===== src/rtl/ex_mem_stage_pkg.sv =====
// Shared definitions for the EX/MEM stage: ALU control codes, width defaults
// and the registered control payload.
package ex_mem_stage_pkg;

    localparam int DATA_W_DEF = 32;
    localparam int REG_AW_DEF = 5;

    typedef enum logic [3:0] {
        ALU_AND     = 4'b0000,
        ALU_OR      = 4'b0001,
        ALU_ADD     = 4'b0010,
        ALU_SUB     = 4'b0110,
        ALU_SLT     = 4'b0111,
        ALU_INVALID = 4'b1111
    } alu_ctrl_e;

    // Control bits carried through the EX/MEM slot alongside the data.
    typedef struct packed {
        logic reg_write;
        logic mem_read;
        logic mem_write;
        logic branch_taken;
        logic illegal;
    } exmem_ctrl_t;

endpackage


===== src/rtl/ex_mem_stage_alu_core.sv =====
// Combinational ALU for the execute stage. The ovf_o port exists only when
// EX_OVF_TRAP_EN is defined.
module ex_mem_stage_alu_core
    import ex_mem_stage_pkg::*;
#(
    parameter int DATA_W = DATA_W_DEF
) (
    input  logic [3:0]        ctrl_i,
    input  logic [DATA_W-1:0] a_i,
    input  logic [DATA_W-1:0] b_i,
    output logic [DATA_W-1:0] result_o,
    output logic              zero_o,
`ifdef EX_OVF_TRAP_EN
    output logic              ovf_o,
`endif
    output logic              illegal_o
);

    logic [DATA_W-1:0] sum;
    logic [DATA_W-1:0] diff;
    logic              lt;

    assign sum  = a_i + b_i;
    assign diff = a_i - b_i;
    assign lt   = $signed(a_i) < $signed(b_i);

    // NOTE: every output gets a default before the case so no path leaves it unassigned (no latch).
    always_comb begin
        result_o  = '0;
        illegal_o = 1'b0;
        case (ctrl_i)
            ALU_AND: result_o = a_i & b_i;
            ALU_OR:  result_o = a_i | b_i;
            ALU_ADD: result_o = sum;
            ALU_SUB: result_o = diff;
            ALU_SLT: result_o = {{(DATA_W-1){1'b0}}, lt};
            default: illegal_o = 1'b1;
        endcase
    end

    assign zero_o = (result_o == '0);

`ifdef EX_OVF_TRAP_EN
    // Signed overflow: operands agree in sign (ADD) or differ (SUB) and the result sign flips.
    always_comb begin
        ovf_o = 1'b0;
        if (ctrl_i == ALU_ADD)
            ovf_o = (a_i[DATA_W-1] == b_i[DATA_W-1]) && (sum[DATA_W-1] != a_i[DATA_W-1]);
        else if (ctrl_i == ALU_SUB)
            ovf_o = (a_i[DATA_W-1] != b_i[DATA_W-1]) && (diff[DATA_W-1] != a_i[DATA_W-1]);
    end
`endif

endmodule


===== src/rtl/ex_mem_stage.sv =====
// MIPS execute stage with a registered EX/MEM slot and valid/ready handshake.
// Define EX_OVF_TRAP_EN to add ovf_o and suppress writeback on signed overflow.
module ex_mem_stage
    import ex_mem_stage_pkg::*;
#(
    parameter int DATA_W = DATA_W_DEF,
    parameter int REG_AW = REG_AW_DEF
) (
    input  logic              clk_i,
    input  logic              rst_i,
    input  logic              flush_i,
    input  logic              in_valid_i,
    output logic              in_ready_o,
    input  logic [3:0]        alu_ctrl_i,
    input  logic [DATA_W-1:0] src1_i,
    input  logic [DATA_W-1:0] src2_i,
    input  logic [DATA_W-1:0] store_data_i,
    input  logic [REG_AW-1:0] rd_i,
    input  logic              reg_write_i,
    input  logic              mem_read_i,
    input  logic              mem_write_i,
    input  logic              branch_i,
    input  logic [DATA_W-1:0] branch_target_i,
    output logic              out_valid_o,
    input  logic              out_ready_i,
    output logic [DATA_W-1:0] result_o,
    output logic              zero_o,
    output logic [DATA_W-1:0] store_data_o,
    output logic [REG_AW-1:0] rd_o,
    output logic              reg_write_o,
    output logic              mem_read_o,
    output logic              mem_write_o,
    output logic              branch_taken_o,
    output logic [DATA_W-1:0] branch_target_o,
`ifdef EX_OVF_TRAP_EN
    output logic              ovf_o,
`endif
    output logic              illegal_o
);

    logic [DATA_W-1:0] alu_result;
    logic              alu_zero;
    logic              alu_illegal;
    logic              alu_ok;
    logic              accept;

    logic              valid_d,  valid_q;
    logic [DATA_W-1:0] result_d, result_q;
    logic              zero_d,   zero_q;
    logic [DATA_W-1:0] store_d,  store_q;
    logic [REG_AW-1:0] rd_d,     rd_q;
    logic [DATA_W-1:0] target_d, target_q;
    exmem_ctrl_t       ctrl_d,   ctrl_q;
`ifdef EX_OVF_TRAP_EN
    logic              alu_ovf;
    logic              ovf_d,    ovf_q;
`endif

    ex_mem_stage_alu_core #(.DATA_W(DATA_W)) u_alu (
        .ctrl_i    (alu_ctrl_i),
        .a_i       (src1_i),
        .b_i       (src2_i),
        .result_o  (alu_result),
        .zero_o    (alu_zero),
`ifdef EX_OVF_TRAP_EN
        .ovf_o     (alu_ovf),
`endif
        .illegal_o (alu_illegal)
    );

    // The slot can take a new op whenever it is empty or being drained this cycle.
    assign in_ready_o = !valid_q || out_ready_i;
    assign accept     = in_valid_i && in_ready_o && !flush_i;

`ifdef EX_OVF_TRAP_EN
    assign alu_ok = !alu_illegal && !alu_ovf;
`else
    assign alu_ok = !alu_illegal;
`endif

    always_comb begin
        valid_d  = valid_q;
        result_d = result_q;
        zero_d   = zero_q;
        store_d  = store_q;
        rd_d     = rd_q;
        target_d = target_q;
        ctrl_d   = ctrl_q;
`ifdef EX_OVF_TRAP_EN
        ovf_d    = ovf_q;
`endif
        // Flush takes priority over both accept and drain.
        if (flush_i) begin
            valid_d = 1'b0;
        end else if (accept) begin
            valid_d             = 1'b1;
            result_d            = alu_result;
            zero_d              = alu_zero;
            store_d             = store_data_i;
            rd_d                = rd_i;
            target_d            = branch_target_i;
            ctrl_d.reg_write    = reg_write_i && alu_ok;
            ctrl_d.mem_read     = mem_read_i && !alu_illegal;
            ctrl_d.mem_write    = mem_write_i && !alu_illegal;
            ctrl_d.branch_taken = branch_i && alu_zero && !alu_illegal;
            ctrl_d.illegal      = alu_illegal;
`ifdef EX_OVF_TRAP_EN
            ovf_d               = alu_ovf;
`endif
        end else if (out_ready_i) begin
            valid_d = 1'b0;
        end
    end

    // NOTE: sequential state uses non-blocking assignments so all registers update together.
    always_ff @(posedge clk_i or posedge rst_i) begin
        if (rst_i) begin
            valid_q  <= 1'b0;
            result_q <= '0;
            zero_q   <= 1'b0;
            store_q  <= '0;
            rd_q     <= '0;
            target_q <= '0;
            ctrl_q   <= '0;
`ifdef EX_OVF_TRAP_EN
            ovf_q    <= 1'b0;
`endif
        end else begin
            valid_q  <= valid_d;
            result_q <= result_d;
            zero_q   <= zero_d;
            store_q  <= store_d;
            rd_q     <= rd_d;
            target_q <= target_d;
            ctrl_q   <= ctrl_d;
`ifdef EX_OVF_TRAP_EN
            ovf_q    <= ovf_d;
`endif
        end
    end

    assign out_valid_o     = valid_q;
    assign result_o        = result_q;
    assign zero_o          = zero_q;
    assign store_data_o    = store_q;
    assign rd_o            = rd_q;
    assign branch_target_o = target_q;
    assign reg_write_o     = ctrl_q.reg_write;
    assign mem_read_o      = ctrl_q.mem_read;
    assign mem_write_o     = ctrl_q.mem_write;
    assign branch_taken_o  = ctrl_q.branch_taken;
    assign illegal_o       = ctrl_q.illegal;
`ifdef EX_OVF_TRAP_EN
    assign ovf_o           = ovf_q;
`endif

endmodule


===== config.mk =====
export PLATFORM = sky130hd
export DESIGN_NAME = ex_mem_stage
export DESIGN_NICKNAME = d
export VERILOG_FILES = /design/src/rtl/ex_mem_stage_pkg.sv /design/src/rtl/ex_mem_stage_alu_core.sv /design/src/rtl/ex_mem_stage.sv
export SDC_FILE = /design/constraint.sdc
export NUM_CORES = 1
export LEC_CHECK = 0
export ABC_AREA = 1
export BUFFER_PORTS_ARGS = -buffer_cell sky130_fd_sc_hd__buf_2
export CORE_AREA = 2 2 148 150
export CTS_CLUSTER_SIZE = 12
export DETAILED_ROUTE_END_ITERATION = 6
export DIE_AREA = 0 0 150 152
export PLACE_DENSITY_LB_ADDON = 0.1
export SLEW_MARGIN = 15
export SYNTH_ARGS = -nofsm -noshare
export SYNTH_HDL_FRONTEND = slang
export SYNTH_SLANG_ARGS = --single-unit

===== constraint.sdc =====
create_clock -name clk_i -period 2.75 [get_ports clk_i]
set_input_delay 0.1375 -clock clk_i [delete_from_list [all_inputs] [get_ports clk_i]]
set_output_delay 0.1375 -clock clk_i [all_outputs]
set_load 0.1 [all_outputs]

==> impl_metrics.tcl, run 1 <==
set metrics [dict create \
    status "finished, final reports clean" \
    coreArea_um2 21400 \
    r2r_cells 15 \
    drv_slew 0 \
    gr-total-overflow 0 \
    final-setup-viol-count 0 \
    startpoint "src1_i[0]" \
    irDropWorstVdd_mv 0.356 \
    ctsResizeCount 0 \
    synth_cell_type_count 36 \
    cts_buffer_depth 2 \
    cp-start-kind "primary input" \
    required_ps 3040 \
    layout.area.seq_um2 2700 \
    slew_headroom_pct 62.7 \
    rrSetupSlack_ps 670 \
    hold_viol 0 \
    route.met2.wl_mm 17.7 \
    die_y_um 152 \
    postCtsSetupBuffers 0 \
    period_needed_ps 2450 \
    synthCells 1747 \
    synthXorXnorAreaFrac_pct 0.252 \
    grt_pass1_vias 11400 \
    rr_startpoint "out_valid_o$_DFFE_PP0P_" \
    worst_pin_slew_ps 558 \
    place_area_um2 12300 \
    fp.dieArea_um2 22800 \
    initial_core_util_pct 48.8 \
    synthAdderAreaFrac_pct 12.1 \
    syn_to_final_growth_pct 27.2 \
    place_ws_ps -29.8 \
    portBuffers 254 \
    ios 255 \
    grt_pass1_wl_mm 59.1 \
    synthTopCellsByArea "dfrtp_1, nand2_1, ha_1" \
    met3_length_mm 2.46 \
    antenna_left 0 \
    drc 0 \
    cts_buffers 9 \
    synth_top_family_by_area "simple AND/OR/NAND/NOR gates" \
    fmax_ghz 0.407 \
    drt_first_iter_violations 961 \
    grt_max_degree 56 \
    vias 12000 \
    synth_area_per_cell_um2 5.97 \
    path_clk_slew_ps 70 \
    dieWidth_um 150 \
    cts_root_buffer "clkbuf_16" \
    endpoint "branch_taken_o$_DFFE_PP0P_" \
    dr.pass1.iters 5 \
    cp_data_arrival_time_ps 2750 \
    nNetsFinal 2336 \
    globalplace.congestion 1.02 \
    final_cell_area_um2 13300 \
    fin_crit_sh_pct 89.2 \
    syn-cell-area_um2 10400 \
    insertion_delay_ps 350 \
    top_layer_used "met4" \
    synth-simple-area-share_pct 39.7 \
    syn_nets 1993 \
    met1_length_mm 15.9 \
    cp-end-kind "flop" \
    yosysTopAreaCellShare_pct 25.9 \
    synth_area_leader_cell "dfrtp_1" \
    finalWorstSetupSlack_ps 296 \
    min_path_type "primary input to flop" \
    via_per_inst 5.06 \
    finalWirelength_mm 37.4 \
    p_per_area_nw_per_um2 518 \
    n_antenna_cell 0 \
    place_hpwl_mm 30.1 \
    max_cap_violations 0 \
    ys_warn_count 0 \
    clkSinkCount 108 \
    multi_input_area_um2 6280 \
    criticalPathCategory "primary input to flop" \
    p_leak_nw 8.05 \
    cts_tree "built" \
    fillCellCount 2134 \
    wl_per_cell_um 15.8 \
    path_max_fanout 4 \
    h-tree-depth 3 \
    synth_mux_area_share_pct 0 \
    row_count 54 \
    track_usage_pct 32.8 \
    fin_skew_ps 10.3 \
    rsz0062_at_grt "false" \
    synth-seq-area-share_pct 25.9 \
    drive_above_1_share_pct 17.1 \
    reg2reg_to "branch_taken_o$_DFFE_PP0P_" \
    synth-seq-cells 108 \
    antenna_found_initial 0 \
    synth-compound-area-share_pct 8.03 \
]
## Yosys cell counts, drive strengths merged
master and n:
nand3 116, or2 3, o21ai 48, fa 2, buf 28, clkbuf 25
nand3b 8, clkinv 1, o221a 1, a31oi 4, dfrtp 108, ha 98
o22ai 29, o21a 1, and3 1, nand2 707, xor2 3, nor4 1
nor3 12, nand4 17, and2 3, nor2 155, inv 306, a21oi 63
o21bai 7
## repair_timing
| item | in CTS | in global routing |
|---|---|---|
| hold endpoints to repair | 91 | 0 |
| endpoints found under the setup margin | 0 | 0 |
| hold buffers | 68 | 0 |
## final cells by class
cell class,count,area share [%]
sequential,108,20.4
tap,280,2.64
multi-input combinational,1279,47.4
inverter,307,8.73
timing repair buffer,385,18.6
clock inverter,6,0.519
clock buffer,10,1.80
## placed cells by master (no fill, tap or decap), drive strengths merged
cell type      n
a31oi          4
nand3b         8
nand4         17
clkbuf        10
or2            3
and2           3
o21a           1
o21bai         7
nor2         155
nand3        116
o221a          1
o21ai         48
nor4           1
and3           1
xor2           3
clkinvlp       2
dfrtp        108
inv          307
nor3          12
o22ai         29
buf          317
fa             2
nand2        707
ha            98
a21oi         63
clkinv         4
dlygate4sd3   68
## routing by layer
layer / global-route usage (%) / vias up
met5: 0 / -
met4: 11.3 / 0
met3: 4.50 / 90
met2: 55.7 / 435
met1: 42.5 / 5476
li1: - / 6011
## how the worst min path moves through the flow
stage	slack (ps)	cells after the start	to	startpoint
floorplan	200	1	out_valid_o$_DFFE_PP0P_	flush_i
global placement	230	2	store_data_o[7]$_DFFE_PP0P_	rst_i
detailed placement	220	2	branch_target_o[22]$_DFFE_PP0P_	rst_i
CTS	6	3	reg_write_o$_DFFE_PP0P_	reg_write_i
global route	2	3	branch_target_o[2]$_DFFE_PP0P_	branch_target_i[2]
finish	10	3	branch_target_o[2]$_DFFE_PP0P_	branch_target_i[2]
## critical path, stage by stage
cell and delay, ps:
buf_2 110, inv_1 70, ha_1 140, inv_1 80, fa_1 400, nand2_2 100
nand2_1 90, nand3_1 110, nand2_1 200, nand2_1 140, nand2_1 130, nand2_1 110
nand3_1 80, nand3_1 100, nand3_1 150, nor2_1 140, nand3_1 130, nor2_1 170
nand3_1 90, nand2_1 60
## state kept, by name, summed over array words and instances (netlist names)
register,cells
mem_write_o,1
rd_o,5
mem_read_o,1
branch_taken_o,1
result_o,32
reg_write_o,1
zero_o,1
store_data_o,32
illegal_o,1
branch_target_o,32
out_valid_o,1
## cells by family after synthesis
logic type	Yosys count
adders and majority gates	100
buffers and inverters	360
and+or+nand+nor	1023
DFF	108
xor gates and xnor gates	3
AOI/OAI and AO/OA	153
## through the flow
step           power, mW  TNS [ps]  hold WS, ps  cells  util (%)
2_1_floorplan       4.62         0          201   1747         -
3_3_place_gp        5.46     -60.6          229   2291      57.5
3_5_place_dp        5.49     -30.7          217   2291      57.5
4_1_cts             6.86         0         5.64   2375      62.1
5_1_grt             7.23         0         2.31   2375      62.1
6_report            6.87         0         13.0   2375      62.1
## power by group
part	switching (mW)	total, mW	internal, mW
sequential	0.111	1.91	1.80
combinational	2.86	3.67	0.803
clock	0.626	1.29	0.666
total	3.60	6.87	3.27
Power figures use the tool's default switching activity.
==> inputs of run 2 (changes only) <==
Settings changed: BUFFER_PORTS_ARGS -buffer_cell sky130_fd_sc_hd__buf_2 to -buffer_cell sky130_fd_sc_hd__buf_4, CELL_PAD_IN_SITES_DETAIL_PLACEMENT set to 1, CELL_PAD_IN_SITES_GLOBAL_PLACEMENT set to 1, CORE_AREA 2 2 148 150 to 2 2 165 167, DIE_AREA 0 0 150 152 to 0 0 167 169.
Clock period 2.75 ns to 3.1 ns, I/O delays scaled along.
==> impl_metrics.tcl, run 2 (synthesis gave the netlist of run 1 again) <==
set metrics [dict create \
    status "finished, final reports clean" \
    fmax_ghz 0.366 \
    min_path_type "primary input to flop" \
    cp_data_arrival_time_ps 3020 \
    finalWorstSetupSlack_ps 364 \
    p_leak_nw 7.82 \
    n_antenna_cell 0 \
    globalplace.congestion 0.973 \
    drt_first_iter_violations 929 \
    h-tree-depth 3 \
    fin_skew_ps 7.83 \
    via_per_inst 5.15 \
    period_needed_ps 2740 \
    initial_core_util_pct 39.3 \
    cp-end-kind "flop" \
    required_ps 3380 \
    total_power_mw 6.22 \
    clkSinkCount 108 \
    grt_pass1_vias 12300 \
    hold_viol 0 \
    cts_buffer_depth 2 \
    rsz0062_at_grt "false" \
    nNetsFinal 2242 \
    crit_slowest_cell "ha_1" \
    drv_slew 0 \
    cts_tree "built" \
    grt_pass1_wl_mm 66.8 \
    worst_pin_slew_ps 584 \
    irDropWorstVdd_mv 0.392 \
    dr.pass1.iters 5 \
    gr-total-overflow 0 \
    antenna_left 0 \
    row_count 60 \
    grt_max_degree 67 \
    cp-start-kind "primary input" \
    cts_root_buffer "clkbuf_16" \
    die_y_um 169 \
    dieWidth_um 167 \
    drc 0 \
    portBuffers 254 \
    mostFrequentLayoutCell "nand2_1" \
    final-setup-viol-count 0 \
    antenna_found_initial 0 \
    track_usage_pct 30.0 \
    slowest_delay_ps 460 \
    wl_per_cell_um 18.5 \
    layout_common_cells "nand2_1, inv_1, buf_4" \
    criticalPathCategory "primary input to flop" \
    syn_to_final_growth_pct 26.1 \
    ios 255 \
    setup-tns-final_ps 0 \
    fin_crit_sh_pct 88.3 \
    path_clk_slew_ps 80 \
    path_cells "buf_4 > inv_1 > ha_1 > nand2_2 > nor2_1 > and3_1 > nand2_1 > nand2_1 > nand2_1 > nand2_1 > nand2_1 > nand2_1 > nor2_1 > nor2_1 > nand2_1 > nor2_1 > nand2_1 > nor2_2 > nand3_1 > nand2_1" \
    crit_family "simple AND/OR/NAND/NOR gates" \
    cp.buffers_inverters 2 \
    coreArea_um2 26500 \
    max_cap_violations 0 \
    fp.dieArea_um2 28200 \
    drive_above_1_share_pct 15.8 \
    vias 12100 \
    finalWirelength_mm 43.2 \
    cts_buffers 9 \
    slew_headroom_pct 60.7 \
    insertion_delay_ps 350 \
    path_max_fanout 9 \
    place_hpwl_mm 35.5 \
    p_per_area_nw_per_um2 474 \
    place_ws_ps 103 \
    timing.critical_path.mode_cell "nand2_1" \
]
-- run 2: worst reg2reg max path, delay by kind of cell, from the launching register on --
family | cells | cell delay [ps]
flops | 1 | 390
simple gates | 12 | 1310
compound gates | 1 | 180
buf+inv | 2 | 150
-- run 2: what timing repair did --
item	in CTS	in global routing
hold endpoints to repair	57	0
hold buffers	16	0
resized for setup	0	0
setup buffers	0	0
-- run 2: power breakdown --
part           switching, mW  internal (mW)
Combinational           2.58          0.779
Sequential             0.108           1.60
Clock                  0.576          0.590
-- run 2: final cells by class --
type                            instances  area [um2]
Fill cell                            3705       13400
Multi-Input combinational cell       1279        6280
Sequential cell                       108        2700
Timing Repair Buffer                  291        2270
Inverter                              307        1160
Tap cell                              341         427
Clock buffer                           10         239
Clock inverter                          6        62.6
-- run 2: path summary, 6_finish.rpt --
kind                       cells past startpoint                              end                          from  slack, ps
setup / recovery                              20       branch_taken_o$_DFFE_PP0P_                    src2_i[10]        360
hold / removal                                 3  branch_target_o[15]$_DFFE_PP0P_           branch_target_i[15]          5
setup reg to reg                              15       branch_taken_o$_DFFE_PP0P_       out_valid_o$_DFFE_PP0P_       1000
hold reg to reg                                2     store_data_o[16]$_DFFE_PP0P_  store_data_o[16]$_DFFE_PP0P_        480
max in group asynchronous                      4          result_o[8]$_DFFE_PP0P_                         rst_i       1910
min in group asynchronous                      3      store_data_o[0]$_DFFE_PP0P_                         rst_i        440
-- run 2: routing by layer --
metal	routed length [um]	share of wire, %	track usage (%)	vias to the layer above
met2	21000	49	52.2	367
met4	1480	3.4	10.4	0
met5	0	0	0	-
li1	-	-	-	5821
met1	18200	42	37.7	5787
met3	2540	5.9	5.10	83
-- run 2: through the flow --
step	utilization [%]	cell area (um2)	instances	hold slack, ps
after floorplan	-	10400	1747	218
after global placement	47.8	12700	2310	265
after detailed placement	47.8	12700	2310	265
after CTS	49.6	13100	2342	0.00810
after global routing	49.6	13100	2342	6.90
final	49.6	13100	2342	5.42
